`src/rtl/mfm_sync_framer.sv`:
```
// -----------------------------------------------------------------------------
// mfm_sync_framer
//   Consumes the recovered MFM cell stream from the DPLL/decoder and frames it.
//   It hunts for the missing-clock address-mark word, counts the run of
//   consecutive marks, and then assembles each following 16 cells into one
//   data byte. Encoding violations (two adjacent 1 cells, or four consecutive
//   0 cells) while framed drop the framer back to hunting and raise sync_error.
//
// Ports
//   clk_50      in   system clock
//   reset       in   synchronous, active-high reset
//   enable      in   0 = held in hunt, no pulses
//   cell_valid  in   one-cycle strobe per recovered cell
//   cell_bit    in   cell value, first cell of a word first
//   byte_data   out  framed data byte (data cells only), MSB first
//   byte_valid  out  one-cycle pulse, byte_data is valid
//   mark_found  out  one-cycle pulse per accepted mark word
//   in_frame    out  1 while in SYNC or DATA
//   sync_error  out  one-cycle pulse on lost framing
//   byte_count  out  data bytes emitted in the current frame
// -----------------------------------------------------------------------------
module mfm_sync_framer #(
  parameter logic [15:0] SYNC_PATTERN = 16'h4489,
  parameter int          SYNC_MARKS   = 3,
  parameter int          FRAME_BYTES  = 7,
  parameter int          BC_W         = 10
) (
  input  logic            clk_50,
  input  logic            reset,
  input  logic            enable,
  input  logic            cell_valid,
  input  logic            cell_bit,
  output logic [7:0]      byte_data,
  output logic            byte_valid,
  output logic            mark_found,
  output logic            in_frame,
  output logic            sync_error,
  output logic [BC_W-1:0] byte_count
);

  typedef enum logic [1:0] {
    HUNT = 2'd0,
    SYNC = 2'd1,
    DATA = 2'd2
  } state_t;

  localparam logic [7:0]      SYNC_MARKS_W  = 8'(SYNC_MARKS);
  localparam logic [BC_W-1:0] FRAME_BYTES_W = BC_W'(FRAME_BYTES);
  localparam logic [BC_W-1:0] BC_ONE        = BC_W'(1);

  state_t          state_r, state_s;
  logic [15:0]     sr_r, sr_s;
  logic [3:0]      cell_cnt_r, cell_cnt_s;
  logic [2:0]      zero_run_r, zero_run_s;
  logic [7:0]      mark_cnt_r, mark_cnt_s;
  logic [7:0]      byte_data_s;
  logic            byte_valid_s;
  logic            mark_found_s;
  logic            sync_error_s;
  logic [BC_W-1:0] byte_count_s;
  logic            is_mark_s;
  logic            word_end_s;
  logic            violation_s;

  // Data cells sit at the even positions of the word; odd positions are clocks.
  function automatic logic [7:0] extract_data(input logic [15:0] w);
    logic [7:0] d;
    for (int i = 0; i < 8; i++) begin
      d[i] = w[2*i];
    end
    return d;
  endfunction

  // Next-state, counters and output pulses, all decided on the updated word.
  always_comb begin
    state_s      = state_r;
    cell_cnt_s   = cell_cnt_r;
    zero_run_s   = zero_run_r;
    mark_cnt_s   = mark_cnt_r;
    byte_data_s  = byte_data;
    byte_valid_s = 1'b0;
    mark_found_s = 1'b0;
    sync_error_s = 1'b0;
    byte_count_s = byte_count;

    if (cell_valid) begin
      sr_s = {sr_r[14:0], cell_bit};
    end else begin
      sr_s = sr_r;
    end

    is_mark_s  = (sr_s == SYNC_PATTERN);
    word_end_s = (cell_cnt_r == 4'd15);
    // A fourth consecutive zero or a 1 following a 1 is illegal MFM.
    violation_s = cell_valid && ((sr_s[1:0] == 2'b11) ||
                                 (!cell_bit && (zero_run_r == 3'd3)));

    if (!enable) begin
      state_s = HUNT;
    end else if (cell_valid) begin
      case (state_r)
        HUNT: begin
          if (is_mark_s) begin
            mark_found_s = 1'b1;
            mark_cnt_s   = 8'd1;
            cell_cnt_s   = 4'd0;
            zero_run_s   = 3'd0;
            byte_count_s = '0;
            state_s      = SYNC;
          end else begin
            state_s = HUNT;
          end
        end
        SYNC, DATA: begin
          if (violation_s) begin
            // Violation beats a coinciding word boundary: no byte, no mark.
            sync_error_s = 1'b1;
            state_s      = HUNT;
          end else begin
            zero_run_s = cell_bit ? 3'd0 : (zero_run_r + 3'd1);
            cell_cnt_s = cell_cnt_r + 4'd1;  // wraps 15 -> 0 at each word end
            if (word_end_s) begin
              if (state_r == SYNC) begin
                if (is_mark_s) begin
                  mark_found_s = 1'b1;
                  mark_cnt_s   = (mark_cnt_r == 8'hFF) ? mark_cnt_r : (mark_cnt_r + 8'd1);
                end else if (mark_cnt_r >= SYNC_MARKS_W) begin
                  byte_valid_s = 1'b1;
                  byte_data_s  = extract_data(sr_s);
                  byte_count_s = BC_ONE;
                  state_s      = (FRAME_BYTES_W == BC_ONE) ? HUNT : DATA;
                end else begin
                  sync_error_s = 1'b1;
                  state_s      = HUNT;
                end
              end else begin
                byte_valid_s = 1'b1;
                byte_data_s  = extract_data(sr_s);
                byte_count_s = byte_count + BC_ONE;
                if (byte_count_s == FRAME_BYTES_W) begin
                  state_s = HUNT;
                end else begin
                  state_s = DATA;
                end
              end
            end else begin
              state_s = state_r;
            end
          end
        end
        default: begin
          state_s = HUNT;
        end
      endcase
    end else begin
      state_s = state_r;
    end
  end

  // State, shift register, counters and registered outputs.
  always_ff @(posedge clk_50) begin
    if (reset) begin
      state_r    <= HUNT;
      sr_r       <= 16'h0000;
      cell_cnt_r <= 4'd0;
      zero_run_r <= 3'd0;
      mark_cnt_r <= 8'd0;
      byte_data  <= 8'h00;
      byte_valid <= 1'b0;
      mark_found <= 1'b0;
      sync_error <= 1'b0;
      in_frame   <= 1'b0;
      byte_count <= '0;
    end else begin
      state_r    <= state_s;
      sr_r       <= sr_s;
      cell_cnt_r <= cell_cnt_s;
      zero_run_r <= zero_run_s;
      mark_cnt_r <= mark_cnt_s;
      byte_data  <= byte_data_s;
      byte_valid <= byte_valid_s;
      mark_found <= mark_found_s;
      sync_error <= sync_error_s;
      in_frame   <= (state_s != HUNT);
      byte_count <= byte_count_s;
    end
  end

endmodule
```
`config.mk`:
```
export PLATFORM = sky130hd
export DESIGN_NAME = mfm_sync_framer
export DESIGN_NICKNAME = d
export VERILOG_FILES = /design/src/rtl/mfm_sync_framer.sv
export SDC_FILE = /design/constraint.sdc
export NUM_CORES = 1
export LEC_CHECK = 0
export ABC_AREA = 1
export CORE_MARGIN = 2
export CORE_UTILIZATION = 55
export CTS_CLUSTER_DIAMETER = 100
export DETAILED_ROUTE_END_ITERATION = 7
export PLACE_DENSITY = 0.82
export SLEW_MARGIN = 20
export SYNTH_ARGS = -nofsm -noshare
export SYNTH_HDL_FRONTEND = slang
export SYNTH_SLANG_ARGS = --single-unit
export TNS_END_PERCENT = 5
```
`constraint.sdc`:
```
create_clock -name clk_50 -period 3.49 [get_ports clk_50]
set_input_delay 0.698 -clock clk_50 [delete_from_list [all_inputs] [get_ports clk_50]]
set_output_delay 0.698 -clock clk_50 [all_outputs]
set_load 0.02 [all_outputs]
```
==> results.yml, run 1 <==
grt:
  grt_pass1_vias: 2846
  grt_remaining_overflow: 0
  grt_max_degree: 45
  gr-usage-all-layers_pct: 23.2
  grt_pass1_wl_mm: 12.0
  antenna_found_initial: 0
die:
  initial_utilization_pct: 57.5
  pin_count: 27
  core_area_um2: 5570
  die-area_um2: 6450
  die_w_um: 80.3
  die_y_um: 80.3
  rows: 27
final_layout:
  finish.net_count: 534
  drive_gt1_share_pct: 5.00
  fill_cells: 494
  area_delta_synth_final_pct: 11.3
  n_antenna_cell: 0
  finalNonFillerCells: 592
clock_tree:
  postCtsSetupRepairBufs: 0
  cts_buffers: 5
  cts_root_buffer: "clkbuf_8"
  cts_tree: "yes"
  htreeDepth: 2
  path_clk_slew_ps: 100
  cts_hold_buf: 0
  numClockSinks: 55
  ctsResizeCount: 0
  ctsLongestPathBuffers: 2
  worstSkewPairLatency_ps: 320
drt:
  routedWlPerCell_um: 11.8
  top_layer_used: "met4"
  wl_met1_mm: 3.20
  wl_met2_mm: 3.28
  drtPass1Iterations: 5
  postRouteAntennaNets: 0
  drtIter0Drc: 299
  drc: 0
  wl_met3_um: 377
  drt-total-wl_mm: 7.02
  vias: 3152
  avgViaCountPerCell: 5.32
setup_path:
  cp_slowest_cell: "nor3_1"
  critPathMaxFanout: 14
  crit_chain: "inv_1 -> ha_1 -> clkinv_1 -> nor3_1 -> nand4_1 -> o21ai_1"
  worst_ep_arrival_time_ps: 2850
  startpoint_type: "flip-flop"
  cp.required_ps: 3740
  critPathCaptureType: "flip-flop"
  max_stage_delay_ps: 720
  worstSetupPathType: "flip-flop to flip-flop"
logic_synthesis:
  synth_flop_cell: "dfxtp_1"
  async_flop_share_pct: 0
  synth_cells: 500
  yosysWarnings: 0
  avgSynthCellArea_um2: 6.41
  yosys-top-cells-count: "nand2_1 (152), nor2_1 (73), inv_1 (63)"
  synth_cell_types: 34
  ys_seq_area_share_pct: 34.4
  syn_nets: 515
  synthTopCellsByArea: "dfxtp_1 (34%), nand2_1 (18%), nor2_1 (8.6%)"
  yosys.area.top_type: "dfxtp_1"
  synth_edf_count: 0
  yosys_register_bits: 55
  yosysMostFrequentCell: "nand2_1"
  syn_area_um2: 3200
  synth_top_area_share_pct: 34.4
sta:
  setup_viol: 0
  fin_crit_ps: 2600
  maxSlewViolCount: 0
  hold_violations: 0
  fmax_ghz: 0.385
  clock_skew_ps: 10.4
  hold_slack_ps: 492
  slew_headroom_pct: 46.7
  tightest_slew_ps: 794
  fin_crit_sh_pct: 74.5
  grt_setup_unrepaired: "no"
  fin_tns_setup_ps: 0
place:
  placedCellCount: 584
  port_buffers: 26
  hpwl_mm: 5.17
  routabilityCongestion: 0.874
power_and_ir_drop:
  leakage_nw: 1.59
  ir_drop_mv: 0.214
  p_per_area_nw_per_um2: 324
flow_run:
  maxCapViolCount: 0
hold_path:
  min_path_type: "flip-flop to flip-flop"
run_status:
  status: "completed"
==> metrics by stage <==
stage          area [µm²]  util, %  total power (W)  worst slack [ps]
2_1_floorplan        3200        -         0.000772              1390
3_3_place_gp         3470     62.3         0.000800               621
3_5_place_dp         3470     62.3         0.000802               598
4_1_cts              3570     64.0          0.00116               926
5_1_grt              3570     64.0          0.00121               594
6_report             3570     64.0          0.00116               889
==> routing by layer <==
metal / GRT usage [%] / vias up
li1: - / 1622
met1: 28.7 / 1404
met2: 39.7 / 106
met3: 4.61 / 20
met4: 8.31 / 0
met5: 0 / -
==> worst max-delay path, delay by kind of cell, from the launching register on <==
family / cells / cell delay [ps]
AOI/OAI and AO/OA: 1 / 120
adders and majority gates: 1 / 600
DFF: 1 / 370
buffers and inverters: 2 / 540
and+or+nand+nor: 2 / 910
==> state kept, by name, summed over array words and instances, names as in the netlist <==
signal and cells:
zero_run_r 3, mark_cnt_r 8, byte_valid 1, byte_count 10, sr_r 16, byte_data 8, sync_error 1, mark_found 1
cell_cnt_r 4, state_r 2, in_frame 1
==> final cells by class <==
class	instances	area (µm²)	share of cell area (%)
multi-input combinational	363	1740	48.9
sequential	55	1100	30.9
timing repair buffer	28	288	8.07
inverter	66	250	7.02
tap	72	90.1	2.53
clock buffer	5	68.8	1.93
clock inverter	3	25.0	0.702
==> power by group <==
group | internal [W] | switching (W) | leakage (nW) | total [W]
sequential | 0.000641 | 0.00000952 | 0.446 | 0.000651
combinational | 0.0000432 | 0.0000970 | 1.10 | 0.000140
clock | 0.000144 | 0.000220 | 0.0443 | 0.000364
total | 0.000828 | 0.000327 | 1.59 | 0.00116
==> worst paths after layout <==
kind                              startpoint                         end  slack, ps  cells after the start
setup reg to reg       state_r[1]$_SDFF_PP0_  byte_count[6]$_SDFFE_PP0P_        890                      6
hold reg to reg   cell_cnt_r[1]$_SDFFE_PP0P_  cell_cnt_r[1]$_SDFFE_PP0P_        490                      2
hold / removal    cell_cnt_r[1]$_SDFFE_PP0P_  cell_cnt_r[1]$_SDFFE_PP0P_        490                      2
setup / recovery       state_r[1]$_SDFF_PP0_  byte_count[6]$_SDFFE_PP0P_        890                      6
==> kinds of logic after synthesis <==
group	count (synthesis)	synth area share, %
xor+xnor	4	1.09
simple gates	295	39.7
flops	55	34.4
fa+ha+maj	10	3.90
compound gates	54	9.72
buf+inv	82	11.2
==> cell usage in the layout, fill, tap and decap left out, drive strengths merged <==
cell type        n
a2111oi          1
a211oi           7
a21oi           15
buf              2
clkbuf           5
clkdlybuf4s50   26
clkinv           3
clkinvlp         1
dfxtp           55
ha              10
inv             65
nand2          158
nand3           39
nand3b           1
nand4           13
nor2            77
nor3             6
nor3b            1
o211a            2
o211ai           1
o21ai           28
xor2             4
No activity file was read; power rests on OpenSTA's default activity.
==> run 2: changes to the inputs <==
Settings changed: CORE_UTILIZATION 55 to 52.
Clock period 3.49 ns to 2.28 ns, I/O delays scaled along.
==> results.yml, run 2 (synthesized netlist as in run 1, its figures left out) <==
run_status:
  status: "completed"
clock_tree:
  htreeDepth: 2
  cts_tree: "yes"
  cts_hold_buf: 0
  ctsLongestPathBuffers: 2
  cts_root_buffer: "clkbuf_8"
  cts_buffers: 5
  numClockSinks: 55
  worstSkewPairLatency_ps: 320
  path_clk_slew_ps: 100
power_and_ir_drop:
  ir_drop_mv: 0.279
  power_frac_comb_pct: 16.5
  seq_power_share_pct: 53.6
  p_per_area_nw_per_um2: 460
  p_switching_w: 0.000534
  power_switching_share_pct: 28.7
  p_clk_share_pct: 29.9
  leakage_nw: 1.84
  internal_power_w: 0.00132
sta:
  tightest_slew_ps: 505
  hold_violations: 0
  maxSlewViolCount: 0
  fmax_ghz: 0.486
  fin_crit_sh_pct: 90.2
  grt_setup_unrepaired: "no"
  fin_tns_setup_ps: 0
  clock_skew_ps: 4.85
  setup_viol: 0
  slew_headroom_pct: 66.3
  fin_crit_ps: 2060
final_layout:
  n_antenna_cell: 0
  finish.net_count: 581
  drive_gt1_share_pct: 14.1
  layout_commonest_cell: "nand2_1"
  final_core_util_pct: 67.9
  largest_reg_flops: 16
  top_register: "sr_r"
  largestRegisters: "sr_r x16, byte_count x10"
  layout_common_cells: "nand2_1 (149), nor2_1 (71), inv_1 (62)"
  area_delta_synth_final_pct: 26.2
drt:
  routedWlPerCell_um: 12.1
  drc: 0
  vias: 3383
  postRouteAntennaNets: 0
  drtIter0Drc: 180
  drt-total-wl_mm: 7.79
  avgViaCountPerCell: 5.27
  drtPass1Iterations: 5
setup_path:
  critPathCaptureType: "flip-flop"
  cp.required_ps: 2500
  critPathMaxFanout: 7
  reg2reg_slack_ps: 240
  worstSetupPathType: "primary input to flip-flop"
  worst_ep_arrival_time_ps: 2280
  startpoint_type: "primary input"
die:
  die-area_um2: 6810
  rows: 28
  die_w_um: 82.5
  core_area_um2: 5960
  initial_utilization_pct: 53.8
  die_y_um: 82.5
  pin_count: 27
grt:
  grt_pass1_wl_mm: 12.0
  antenna_found_initial: 0
  grt_pass1_vias: 2844
  gr-usage-all-layers_pct: 22.3
  grt_max_degree: 30
  grt_remaining_overflow: 0
place:
  routabilityCongestion: 0.969
  port_buffers: 26
  hpwl_mm: 5.53
hold_path:
  min_path_type: "flip-flop to flip-flop"
flow_run:
  maxCapViolCount: 0
## run 2: repair_timing
action,in CTS,in global routing
endpoints found under the setup margin,0,24
buffers inserted,0,2
gates resized for setup,0,22
## run 2: stage by stage
stage / instances / setup slack (ps) / hold slack, ps / area (µm²) / power [W]
5_1_grt: 642 / 32.5 / 520 / 4040 / 0.00192
3_3_place_gp: 627 / -236 / 477 / 3790 / 0.00128
2_1_floorplan: 500 / 425 / 461 / 3200 / 0.00118
6_report: 642 / 223 / 499 / 4040 / 0.00186
3_5_place_dp: 627 / -254 / 486 / 3790 / 0.00129
4_1_cts: 635 / 69.1 / 500 / 3880 / 0.00183
## run 2: layout make-up
type                            count  area, µm²
Fill cell                         500       1910
Clock inverter                      3       20.0
Timing Repair inverter              1       8.76
Tap cell                           75       93.8
Sequential cell                    55       1100
Timing Repair Buffer               73        692
Multi-Input combinational cell    364       1800
Clock buffer                        5       68.8
Inverter                           66        260
## run 2: layer usage
layer  vias to the layer above  global-route usage [%]  routed length [µm]
met5                         -                       0                   0
met4                         0                    5.74                  94
met3                        11                    3.26                 426
met2                       103                    38.5                3610
met1                      1552                    29.1                3660
li1                       1717                       -                   -
## run 2: final timing paths
| kind | start | endpoint | depth (start not counted) |
|---|---|---|---|
| hold reg to reg | byte_data[7]$_SDFFE_PP0P_ | byte_data[7]$_SDFFE_PP0P_ | 2 |
| setup reg to reg | state_r[1]$_SDFF_PP0_ | mark_cnt_r[0]$_SDFFE_PP0P_ | 12 |
| hold / removal | byte_data[7]$_SDFFE_PP0P_ | byte_data[7]$_SDFFE_PP0P_ | 2 |
| setup / recovery | cell_bit | mark_cnt_r[0]$_SDFFE_PP0P_ | 16 |
## run 2: worst max-delay path: stages
cell	delay [ps]
clkdlybuf4s50_1	480
inv_1	60
buf_4	130
nand3_1	70
nand2_2	60
inv_1	90
nand2_1	70
nand2_1	90
nand2_1	60
nor2_1	180
nand2_4	90
nor2_8	150
buf_4	140
nand3_1	60
nand2_1	60
nor2_1	40
## run 2: power by group through the flow
| stage | Combinational (W) | Clock (W) | Sequential (W) |
|---|---|---|---|
| after floorplan | 0.000165 | 0 | 0.00102 |
| after global placement | 0.000265 | 0 | 0.00102 |
| after detailed placement | 0.000268 | 0 | 0.00102 |
| after CTS | 0.000271 | 0.000561 | 0.000996 |
| after global routing | 0.000335 | 0.000586 | 0.00100 |
| final | 0.000306 | 0.000555 | 0.000997 |
